## config.mk

```make
export PLATFORM = sky130hd
export DESIGN_NAME = countdown_timer
export DESIGN_NICKNAME = d
export VERILOG_FILES = /design/src/rtl/countdown_pkg.sv /design/src/rtl/bcd_to_seg7.sv /design/src/rtl/countdown_timer.sv
export SDC_FILE = /design/constraint.sdc
export NUM_CORES = 1
export LEC_CHECK = 0
export ABC_CLOCK_PERIOD_IN_PS = 3650
export CORE_MARGIN = 2
export CORE_UTILIZATION = 55
export DETAILED_ROUTE_END_ITERATION = 8
export PLACE_DENSITY = 0.77
export SETUP_SLACK_MARGIN = 0.05
export SYNTH_ARGS = -nofsm -noshare
export SYNTH_HDL_FRONTEND = slang
export SYNTH_HIERARCHICAL = 1
export SYNTH_SLANG_ARGS = --single-unit
export TNS_END_PERCENT = 30
```

## constraint.sdc

```tcl
create_clock -name clk -period 3.65 [get_ports clk]
set_input_delay 0.73 -clock clk [delete_from_list [all_inputs] [get_ports clk]]
set_output_delay 0.73 -clock clk [all_outputs]
set_load 0.005 [all_outputs]
```

## src/rtl/countdown_pkg.sv

```systemverilog
// Shared constants for the two-digit BCD countdown timer.
//   - FSM state encodings (IDLE, RUN, PAUSED, EXPIRED)
//   - Active-low 7-segment patterns {g,f,e,d,c,b,a}
//   - BCD preset clamp helper
package countdown_pkg;

  localparam int unsigned STATE_W = 2;

  localparam logic [STATE_W-1:0] ST_IDLE    = 2'd0;
  localparam logic [STATE_W-1:0] ST_RUN     = 2'd1;
  localparam logic [STATE_W-1:0] ST_PAUSED  = 2'd2;
  localparam logic [STATE_W-1:0] ST_EXPIRED = 2'd3;

  localparam int unsigned SEG_W = 7;

  localparam logic [SEG_W-1:0] SEG_BLANK = 7'b1111111;

  localparam logic [SEG_W-1:0] SEG_DIGIT [0:9] = '{
    7'b1000000,  // 0
    7'b1111001,  // 1
    7'b0100100,  // 2
    7'b0110000,  // 3
    7'b0011001,  // 4
    7'b0010010,  // 5
    7'b0000010,  // 6
    7'b1111000,  // 7
    7'b0000000,  // 8
    7'b0010000   // 9
  };

  // Preset digits above 9 saturate to 9.
  function automatic logic [3:0] bcd_clamp(input logic [3:0] d);
    return (d > 4'd9) ? 4'd9 : d;
  endfunction

endpackage

```

## src/rtl/bcd_to_seg7.sv

```systemverilog
// Combinational BCD to active-low 7-segment decoder.
//   bcd   in  4  BCD digit
//   seg_c out 7  active-low {g,f,e,d,c,b,a}; non-BCD input shows blank
module bcd_to_seg7
  import countdown_pkg::*;
(
  input  logic [3:0]       bcd,
  output logic [SEG_W-1:0] seg_c
);

  always_comb begin
    seg_c = SEG_BLANK;
    if (bcd <= 4'd9) seg_c = SEG_DIGIT[bcd];
  end

endmodule

```

## src/rtl/countdown_timer.sv

```systemverilog
// Two-digit BCD countdown timer (00-99 s) with active-low 7-segment outputs.
//   clk          system clock
//   clrn         synchronous reset, active-low
//   en           enable; 0 forces IDLE with digits 00
//   load         1-cycle strobe: latch clamped preset and start
//   pause        level: freezes count and tick divider
//   preset_tens  BCD tens of preset (>9 clamps to 9)
//   preset_ones  BCD ones of preset (>9 clamps to 9)
//   done         registered, 1 while EXPIRED
//   seg1, seg0   registered tens / ones display patterns
// Optional build macro COUNTDOWN_BLINK_EN: displays blink "00"/blank each
// tick while EXPIRED (divider keeps running there).
module countdown_timer
  import countdown_pkg::*;
#(
  parameter int unsigned TICK_CYCLES = 50_000_000
) (
  input  logic       clk,
  input  logic       clrn,
  input  logic       en,
  input  logic       load,
  input  logic       pause,
  input  logic [3:0] preset_tens,
  input  logic [3:0] preset_ones,
  output logic       done,
  output logic [6:0] seg1,
  output logic [6:0] seg0
);

  localparam int unsigned CNT_W = (TICK_CYCLES > 1) ? $clog2(TICK_CYCLES) : 1;
  localparam logic [CNT_W-1:0] CNT_MAX = CNT_W'(TICK_CYCLES - 1);

  logic [STATE_W-1:0] state_q, state_d;
  logic [3:0]         tens_q, tens_d;
  logic [3:0]         ones_q, ones_d;
  logic [CNT_W-1:0]   tick_cnt_q, tick_cnt_d;
  logic               done_q, done_d;
  logic [SEG_W-1:0]   seg1_q, seg1_d;
  logic [SEG_W-1:0]   seg0_q, seg0_d;
`ifdef COUNTDOWN_BLINK_EN
  logic               blink_q, blink_d;
`endif

  logic [3:0]       ld_tens_c, ld_ones_c;
  logic             tick_c;
  logic [CNT_W-1:0] cnt_next_c;
  logic [SEG_W-1:0] dec_tens_c, dec_ones_c;

  bcd_to_seg7 u_dec_tens (.bcd(tens_q), .seg_c(dec_tens_c));
  bcd_to_seg7 u_dec_ones (.bcd(ones_q), .seg_c(dec_ones_c));

  assign ld_tens_c  = bcd_clamp(preset_tens);
  assign ld_ones_c  = bcd_clamp(preset_ones);
  // Only consumed in states where the divider is advancing.
  assign tick_c     = (tick_cnt_q == CNT_MAX);
  assign cnt_next_c = tick_c ? '0 : tick_cnt_q + CNT_W'(1);

  // Next-state, BCD datapath and display logic; priority !en > load > pause > tick.
  always_comb begin
    state_d    = state_q;
    tens_d     = tens_q;
    ones_d     = ones_q;
    tick_cnt_d = tick_cnt_q;
`ifdef COUNTDOWN_BLINK_EN
    blink_d    = 1'b0;
`endif

    if (!en) begin
      state_d    = ST_IDLE;
      tens_d     = 4'd0;
      ones_d     = 4'd0;
      tick_cnt_d = '0;
    end else if (load) begin
      tens_d     = ld_tens_c;
      ones_d     = ld_ones_c;
      tick_cnt_d = '0;
      if ((ld_tens_c == 4'd0) && (ld_ones_c == 4'd0)) state_d = ST_EXPIRED;
      else if (pause)                                 state_d = ST_PAUSED;
      else                                            state_d = ST_RUN;
    end else begin
      case (state_q)
        ST_RUN: begin
          if (pause) begin
            state_d = ST_PAUSED;
          end else begin
            tick_cnt_d = cnt_next_c;
            if (tick_c) begin
              // BCD borrow; 00 is never decremented further.
              if (ones_q != 4'd0) begin
                ones_d = ones_q - 4'd1;
              end else if (tens_q != 4'd0) begin
                tens_d = tens_q - 4'd1;
                ones_d = 4'd9;
              end
              if ((tens_q == 4'd0) && (ones_q <= 4'd1)) state_d = ST_EXPIRED;
            end
          end
        end
        ST_PAUSED: begin
          if (!pause) state_d = ST_RUN;
        end
        ST_EXPIRED: begin
`ifdef COUNTDOWN_BLINK_EN
          tick_cnt_d = cnt_next_c;
          blink_d    = blink_q ^ tick_c;
`endif
        end
        default: ;
      endcase
    end

    done_d = en && (state_q == ST_EXPIRED);

    if (!en) begin
      seg1_d = SEG_DIGIT[0];
      seg0_d = SEG_DIGIT[0];
`ifdef COUNTDOWN_BLINK_EN
    end else if (blink_q) begin
      seg1_d = SEG_BLANK;
      seg0_d = SEG_BLANK;
`endif
    end else begin
      seg1_d = dec_tens_c;
      seg0_d = dec_ones_c;
    end
  end

  // State and output registers with synchronous active-low reset.
  always_ff @(posedge clk) begin
    if (!clrn) begin
      state_q    <= ST_IDLE;
      tens_q     <= 4'd0;
      ones_q     <= 4'd0;
      tick_cnt_q <= '0;
      done_q     <= 1'b0;
      seg1_q     <= SEG_DIGIT[0];
      seg0_q     <= SEG_DIGIT[0];
`ifdef COUNTDOWN_BLINK_EN
      blink_q    <= 1'b0;
`endif
    end else begin
      state_q    <= state_d;
      tens_q     <= tens_d;
      ones_q     <= ones_d;
      tick_cnt_q <= tick_cnt_d;
      done_q     <= done_d;
      seg1_q     <= seg1_d;
      seg0_q     <= seg0_d;
`ifdef COUNTDOWN_BLINK_EN
      blink_q    <= blink_d;
`endif
    end
  end

  assign done = done_q;
  assign seg1 = seg1_q;
  assign seg0 = seg0_q;

endmodule

```

[Word level (Yosys, flattened, before mapping)]
Memory sizes are Yosys's and may differ from the RTL's.
Cells that the tools add are included.
Widths: inputs -> output; s select.
Storage, ports and cells
  input port bits: 13
  register bits after elaboration: 51
  word-level logic and storage cells: 85
  memories kept: 2
  ROM bits: 224
Operators by class
  muxes and demuxes: 29
  bitwise operators: 5
  add/subtract/negate cells: 3
  magnitude comparators: 7
  reductions and logical operators: 21
  equal/unequal tests: 9
Memories
  (name not given): words 16, width 7, read ports 1, clocked after Yosys merged registers in 0, wr ports 0, line bcd_to_seg7.sv:13  | if (bcd <= 4'd9) seg_c = SEG_DIGIT[bcd];
  (name not given): words 16, width 7, read ports 1, clocked after Yosys merged registers in 0, wr ports 0, line bcd_to_seg7.sv:13
Operator list (number)
  $mux 4: 14
  $mux 7: 4
  $add 26x1->26 const B: 1
  $eq 26x26->1 const B: 1
  $mux 26: 1
  $mux 2: 7
  $logic_not 4->1: 3
  $mux 6: 2
  $ge 5x5->1 const B: 2
  $not 4->5: 2
  $gt 4x4->1 const B: 2
  $le 4x4->1 const B: 2
  $ne 4x4->1 const B: 2
  $reduce_and 4->1: 2
  $reduce_bool 4->1: 2
  $sub 4x1->4 const B: 2
  $reduce_and 3->1: 2
  $reduce_bool 2->1: 3
  $reduce_bool 3->1: 2
  $reduce_and 5->1: 1
  $eq 2x2->1 const B: 2
  $le 4x1->1 const B: 1
  $ne 2x2->1 const B: 2
  $pmux 2 s2: 1
  other kinds (6): 11

[Longest topological paths before layout]
Gate-level depths: netlist of the first run.
  word-level depth: 7
  depth in mapped cells: 8

[By module]
Netlist of the first run, hierarchy kept.
By module, submodules not included
  countdown_timer: sequential area each 1021.0 um2, cells an instance 272, times used 1, area an instance 2398.6 um2
  bcd_to_seg7: sequential area each 0.0 um2, cells an instance 30, times used 2, area an instance 206.4 um2

[Least setup slack after synthesis of the first run]
No wires, ideal clock.
  path type: input to register
  start: input pause
  end: register tens_q[0]
  arrival time: 2.518 ns
  library setup time: 0.091 ns
  data required time: 3.559 ns
  stages: 6
  buffers on the path: 1
  path slack: 1.041 ns
  cells stage by stage: or3b_1 -> buf_2 -> or4_4 -> nor4_4 -> mux2_1 -> a311oi_1
Between the ends
  word-level cells in the longest chain between the ends: 2
Ends and longest elaborated chain
  start: declaration: line countdown_timer.sv:22  | input logic pause,
  $ne 2x2->1 (no source line)
  $reduce_and 5->1 (no source line)
  end signal: assignment: line countdown_timer.sv:143  | tens_q <= tens_d;
  end: declaration: line countdown_timer.sv:34  | logic [3:0] tens_q, tens_d;
No other way between the ends.
A chain may end at the register's enable or synchronous reset.

[Final worst setup path of the first run]
Ends and elaborated chain as after synthesis.

==> results.sh, run 1 <==
export IMPL_p_int_w=0.0008889
export IMPL_cp_slowest_stage_delay_ns=0.55
export IMPL_swShare_pct=21.96
export IMPL_gp_congestion=0.7814
export IMPL_clk_path_buf_depth=2
export IMPL_grt_pass1_wl_um=8852
export IMPL_drt_iter0_drc=160
export IMPL_yosys_warnings=6
export IMPL_holdBufCountCts=0
export IMPL_fin_setup_tns_ns=0
export IMPL_switchingPower_w=0.0002502
export IMPL_grt_max_degree=26
export IMPL_period_needed_ns=2.842
export IMPL_area_growth_pct=14.82
export IMPL_clkSlewWorstSetupHoldPaths_ns=0.10
export IMPL_synth_largest_area_cell="dfxtp_1"
export IMPL_syn_area_um2=2811
export IMPL_critPathMaxFanout=7
export IMPL_dpl_hpwl_um=3819
export IMPL_seqPwrFrac_pct=50.5
export IMPL_final_nets=375
export IMPL_drive_above_1_share_pct=5.983
export IMPL_wl_per_cell_um=12.90
export IMPL_synthCells=332
export IMPL_n_antenna_cell=0
export IMPL_start_kind="primary input"
export IMPL_root_buffer="clkbuf_8"
export IMPL_viasPerCell=5.487
export IMPL_p_leak_nw=1.222
export IMPL_combPwrFrac_pct=8.9
export IMPL_yosys_register_bits=51
export IMPL_place_area_um2=3095
export IMPL_cp_cell_sequence="clkdlybuf4s50_1 -> or3b_1 -> or4_4 -> nor4_4 -> mux2_1 -> a311oi_1"
export IMPL_ant_nets=0
export IMPL_crit_family="simple AND/OR/NAND/NOR gates"
export IMPL_cts_tree="yes"
export IMPL_die_area_um2=5700
export IMPL_synth_area_leaders="dfxtp_1 (36%), xor2_1 (5.9%), nor2_1 (5.9%)"
export IMPL_synth_top_area_share_pct=36.32
export IMPL_pwr_share_clk_pct=40.6
export IMPL_ys_seq_area_share_pct=36.32
export IMPL_ys_flop_type="dfxtp_1"
export IMPL_cts_buffers=5
export IMPL_relSlewSlack_pct=50.17
export IMPL_grt_overflow=0
export IMPL_final_common_cell="dfxtp_1"
export IMPL_cellPowerDensity_nw_per_um2=352.9
export IMPL_rsz0062_at_grt="false"
export IMPL_critPathArrivalTime_ns=3.07
export IMPL_hold_violations=0
export IMPL_drv_slew=0
export IMPL_synth_edff_count=0
export IMPL_crit_slowest_cell="or4_4"
export IMPL_path_class="in -> reg"
export IMPL_core_area_um2=5010
export IMPL_fp_row_count=26
export IMPL_placed_cells=413
export IMPL_io_pins=28
export IMPL_cts_num_sinks=51
export IMPL_synth_distinct_cells=55
export IMPL_fin_area_um2=3228
export IMPL_antenna_found_initial=0
export IMPL_die_width_um=75.50
export IMPL_tightest_slew_ns=0.7451
export IMPL_h_tree_depth=2
export IMPL_syn_area_per_cell_um2=8.468
export IMPL_groute_usage_overall_pct=19.79
export IMPL_die_h_um=75.50
export IMPL_vias=2310
export IMPL_hold_class="reg -> reg"
export IMPL_clock_skew_ns=0.01711
export IMPL_grt_pass1_vias=1956
export IMPL_critPathCaptureType="flip-flop"
export IMPL_remaining_drc_errors=0
export IMPL_numPortBuffers=27
export IMPL_status="complete, no violations"
export IMPL_critPathRequiredTime_ns=3.88
export IMPL_wl_um=5433
export IMPL_cap_violations=0
export IMPL_first_pass_iters=4
export IMPL_final_instance_count_excl_fill=421
export IMPL_clk_latency_ns=0.31
export IMPL_ctsResizeCount=0
export IMPL_synth_nets=357
export IMPL_crit_buf_inv=1
export IMPL_fmax_ghz=0.3519
export IMPL_irDropWorstVdd_mv=0.2394
export IMPL_async_reset_ff_share_pct=0
export IMPL_start_util_pct=56.12
export IMPL_postLayoutCoreUtil_pct=64.44
export IMPL_final_cell_mix="dfxtp_1 (51), nor2_1 (44), clkdlybuf4s50_1 (27)"
export IMPL_fin_crit_sh_pct=77.85
export IMPL_setup_viol=0
export IMPL_postCtsSetupBuffers=0
export IMPL_place_ws_ns=0.4703
export IMPL_fin_ws_ns=0.8085
-- state kept, by name, summed over array words and instances (netlist names) --
register and flops:
done 1, ones_q 4, seg0 7, state_q 2, tens_q 4, seg1 7
tick_cnt_q 26
-- cells by family (layout without fill, tap and decap cells) --
logic type / Yosys count / after routing / synth area share [%]
AND/OR/NAND/NOR: 159 / 159 / 32.00
flip-flops: 51 / 51 / 36.32
adder cells (fa/ha/maj): 12 / 12 / 5.340
AO/OA/AOI/OAI: 46 / 46 / 11.13
XOR/XNOR: 24 / 24 / 7.477
buffers and inverters: 33 / 52 / 5.162
multiplexers: 7 / 7 / 2.581
-- path summary, 6_finish.rpt --
check,start,slack (ns),endpoint,cells after the start
min reg2reg,tick_cnt_q[1],0.49,tick_cnt_q[1],2
max,pause,0.81,tens_q[0],6
min,tick_cnt_q[1],0.49,tick_cnt_q[1],2
max reg2reg,state_q[0],1.29,tens_q[0],5
-- per-layer routing --
metal	track usage [%]	share of wire [%]	up-vias
met5	0	0	-
met4	6.043	1.0	0
met3	4.233	3.8	4
met2	30.92	45	39
met1	27.50	50	1063
li1	-	-	1204
-- final cells by class --
| type | count | area [um^2] |
|---|---|---|
| Fill cell | 468 | 1782 |
| Clock buffer | 6 | 72.57 |
| Tap cell | 70 | 87.58 |
| Inverter | 15 | 56.30 |
| Timing Repair Buffer | 29 | 285.3 |
| Multi-Input combinational cell | 248 | 1645 |
| Clock inverter | 2 | 60.06 |
| Sequential cell | 51 | 1021 |
-- worst register-to-register path: cells and delay by family (launching register included) --
kind | cells | cell delay, ns
AND/OR/NAND/NOR | 3 | 1.31
flip-flops | 1 | 0.40
multiplexers | 1 | 0.36
AO/OA/AOI/OAI | 1 | 0.22
-- power groups by stage --
stage,Clock [W],Combinational [W],Sequential [W]
6_report,0.000463,0.000101,0.000575
5_1_grt,0.000486,0.000113,0.000577
4_1_cts,0.000469,0.000101,0.000575
3_5_place_dp,0,0.000100,0.000588
3_3_place_gp,0,0.0000988,0.000588
2_1_floorplan,0,0.0000688,0.000584
-- through the flow --
step	hold slack (ns)	power, W
6_report	0.4886	0.001139
5_1_grt	0.5212	0.001177
4_1_cts	0.4892	0.001145
3_5_place_dp	0.4761	0.0006885
3_3_place_gp	0.4618	0.0006867
2_1_floorplan	0.4444	0.0006523
-- Yosys cell counts (2+ instances only) --
| cell type | count |
|---|---|
| a21oi_1 | 13 |
| a22oi_2 | 2 |
| a2bb2oi_1 | 2 |
| a311o_1 | 2 |
| a311oi_1 | 2 |
| and3_1 | 23 |
| and4_1 | 4 |
| and4b_1 | 2 |
| buf_2 | 5 |
| buf_6 | 2 |
| clkbuf_1 | 11 |
| dfxtp_1 | 51 |
| ha_1 | 12 |
| inv_1 | 15 |
| mux2i_1 | 5 |
| nand2_1 | 19 |
| nand2b_1 | 5 |
| nand3_1 | 9 |
| nand4_1 | 13 |
| nor2_1 | 44 |
| nor2b_1 | 3 |
| nor3_1 | 5 |
| nor3_2 | 2 |
| nor3b_1 | 3 |
| nor4_1 | 5 |
| nor4b_1 | 3 |
| o211a_1 | 2 |
| o211ai_1 | 2 |
| o21ai_0 | 9 |
| o21ai_1 | 2 |
| o21bai_1 | 2 |
| o22a_1 | 2 |
| or2_2 | 3 |
| or2b_1 | 2 |
| or3_1 | 3 |
| or4_1 | 2 |
| xnor2_1 | 5 |
| xor2_1 | 19 |
(Power assumes the default switching activity.)
==> run 2: changes to the inputs <==
- ABC_CLOCK_PERIOD_IN_PS: 3650 -> 2340
- CORE_UTILIZATION: 55 -> 51
- PLACE_DENSITY: 0.77 -> 0.75
- clock period: 3.65 -> 2.34 ns (I/O delays scaled with it)
==> run 2 against run 1 <==
Die area up 7.4%; clock skew down 0.0078 ns; non-clock buffer count up 15; global-route usage up 0.37 points; register-to-register slack worse by 1.2 ns; clock power up 37%; wire length up 6.8%; utilization down 2.2 points; combinational power up 77%; critical path depth up 1; worst hold slack worse by 0.016 ns.
==> results.sh, run 2 (synthesized netlist as in run 1, its figures left out) <==
export IMPL_root_buffer="clkbuf_8"
export IMPL_final_common_cell="dfxtp_1"
export IMPL_reg2regPathDepth=7
export IMPL_die_width_um=78.25
export IMPL_cts_buffers=5
export IMPL_remaining_drc_errors=0
export IMPL_pwr_share_clk_pct=37.1
export IMPL_grt_max_degree=24
export IMPL_viasPerCell=5.537
export IMPL_drt_iter0_drc=156
export IMPL_placed_cells=430
export IMPL_final_nets=390
export IMPL_largest_register_ffs=26
export IMPL_clkSlewWorstSetupHoldPaths_ns=0.09
export IMPL_cp_slowest_stage_delay_ns=0.47
export IMPL_worstSetupEndpoint="state_q[0]"
export IMPL_cts_num_sinks=51
export IMPL_fin_crit_sh_pct=94.24
export IMPL_fin_area_um2=3362
export IMPL_start_kind="flip-flop"
export IMPL_grt_pass1_vias=2260
export IMPL_start_util_pct=52.01
export IMPL_io_pins=28
export IMPL_irDropWorstVdd_mv=0.3116
export IMPL_clk_latency_ns=0.31
export IMPL_grt_overflow=0
export IMPL_postLayoutCoreUtil_pct=62.20
export IMPL_critPathCaptureType="flip-flop"
export IMPL_wl_um=5801
export IMPL_critPathMaxFanout=3
export IMPL_relSlewSlack_pct=67.13
export IMPL_drv_slew=0
export IMPL_status="complete, no violations"
export IMPL_hold_violations=0
export IMPL_clock_skew_ns=0.009318
export IMPL_gp_congestion=0.8325
export IMPL_crit_slowest_cell="or3b_2"
export IMPL_drive_above_1_share_pct=10.93
export IMPL_fmax_ghz=0.4535
export IMPL_groute_usage_overall_pct=20.16
export IMPL_die_area_um2=6122
export IMPL_cp_cell_sequence="inv_1 -> ha_1 -> or3b_2 -> or4_1 -> o31ai_2 -> a311oi_1 -> o211a_1"
export IMPL_final_cell_mix="dfxtp_1 (51), nor2_1 (44), clkdlybuf4s50_1 (26)"
export IMPL_clk_path_buf_depth=2
export IMPL_critPathRequiredTime_ns=2.55
export IMPL_first_pass_iters=5
export IMPL_wl_per_cell_um=13.24
export IMPL_cellPowerDensity_nw_per_um2=506.8
export IMPL_vias=2425
export IMPL_p_int_w=0.001316
export IMPL_p_leak_nw=1.330
export IMPL_top_register="tick_cnt_q"
export IMPL_fp_row_count=27
export IMPL_setup_viol=0
export IMPL_numPortBuffers=27
export IMPL_rsz0062_at_grt="true"
export IMPL_tightest_slew_ns=0.4930
export IMPL_cts_tree="yes"
export IMPL_dpl_hpwl_um=4142
export IMPL_p_total_w=0.001704
export IMPL_combPwrFrac_pct=10.5
export IMPL_ant_nets=0
export IMPL_place_area_um2=3223
export IMPL_r2r_start="tens_q[0]"
export IMPL_cp_startpoint="tens_q[0]"
export IMPL_hold_class="reg -> reg"
export IMPL_critPathArrivalTime_ns=2.42
export IMPL_fin_setup_tns_ns=0
export IMPL_die_h_um=78.25
export IMPL_cap_violations=0
export IMPL_swShare_pct=22.74
export IMPL_path_class="reg -> reg"
export IMPL_r2r_end="state_q[0]"
export IMPL_final_instance_count_excl_fill=438
export IMPL_antenna_found_initial=0
export IMPL_h_tree_depth=2
export IMPL_r2r_slack_ns=0.13
export IMPL_n_antenna_cell=0
export IMPL_area_growth_pct=19.58
export IMPL_seqPwrFrac_pct=52.4
export IMPL_core_area_um2=5405
export IMPL_period_needed_ns=2.205
export IMPL_switchingPower_w=0.0003874
export IMPL_grt_pass1_wl_um=10080
## run 2: repair_timing
item,CTS,global route
buffers inserted,0,0
hold buffers,0,0
resized for setup,0,6
endpoints found under the setup margin,0,6
## run 2: stage by stage
step                      setup WS [ns]  hold WS [ns]
after floorplan                 0.01853        0.4444
after global placement          -0.2230        0.4591
after detailed placement        -0.2565        0.4670
after CTS                       0.07079        0.4806
after global routing            0.04446        0.4992
final                            0.1347        0.4730
## run 2: critical path, delay by kind of cell (launching register included)
family | cells | cell delay, ns
flops | 1 | 0.32
fa+ha+maj | 1 | 0.19
compound gates | 3 | 0.58
simple gates | 2 | 0.93
buf+inv | 1 | 0.07
## run 2: layer usage
layer	part of all wire (%)	vias up	GRT usage, %	routed length (um)
met2	46	57	32.76	2640
met3	5.0	10	4.023	291
met5	0	-	0	0
met1	48	1125	26.73	2762
li1	-	1233	-	-
met4	1.9	0	7.018	108
## run 2: layout make-up
cell class / instances / area [um^2]
fillers: 477 / 2043
inverters: 15 / 56.30
well taps: 72 / 90.09
clock buffers: 6 / 82.58
repair buffers: 44 / 412.9
multi-input cells: 248 / 1664
flip-flops and latches: 51 / 1021
clock inverters: 2 / 35.03
## run 2: power by group through the flow
stage | Clock [W] | Combinational, W | Sequential, W
global placement | 0 | 0.000172 | 0.000912
finish | 0.000632 | 0.000179 | 0.000892
detailed placement | 0 | 0.000176 | 0.000913
floorplan | 0 | 0.000108 | 0.000910
global route | 0.000683 | 0.000200 | 0.000895
CTS | 0.000652 | 0.000177 | 0.000892
## run 2: worst min-delay path by stage
| stage | startpoint | end | depth (start not counted) |
|---|---|---|---|
| final | tick_cnt_q[1] | tick_cnt_q[1] | 2 |
| after global routing | tick_cnt_q[1] | tick_cnt_q[1] | 2 |
| after CTS | tick_cnt_q[1] | tick_cnt_q[1] | 2 |
| after detailed placement | tick_cnt_q[1] | tick_cnt_q[1] | 2 |
| after global placement | tick_cnt_q[1] | tick_cnt_q[1] | 2 |
| after floorplan | tick_cnt_q[1] | tick_cnt_q[1] | 2 |
==> run 3: changes to the inputs <==
- CAP_MARGIN: not set -> 30
==> results of run 3 <==
Same layout as run 2: the final DEF is identical, and so are final timing and power.
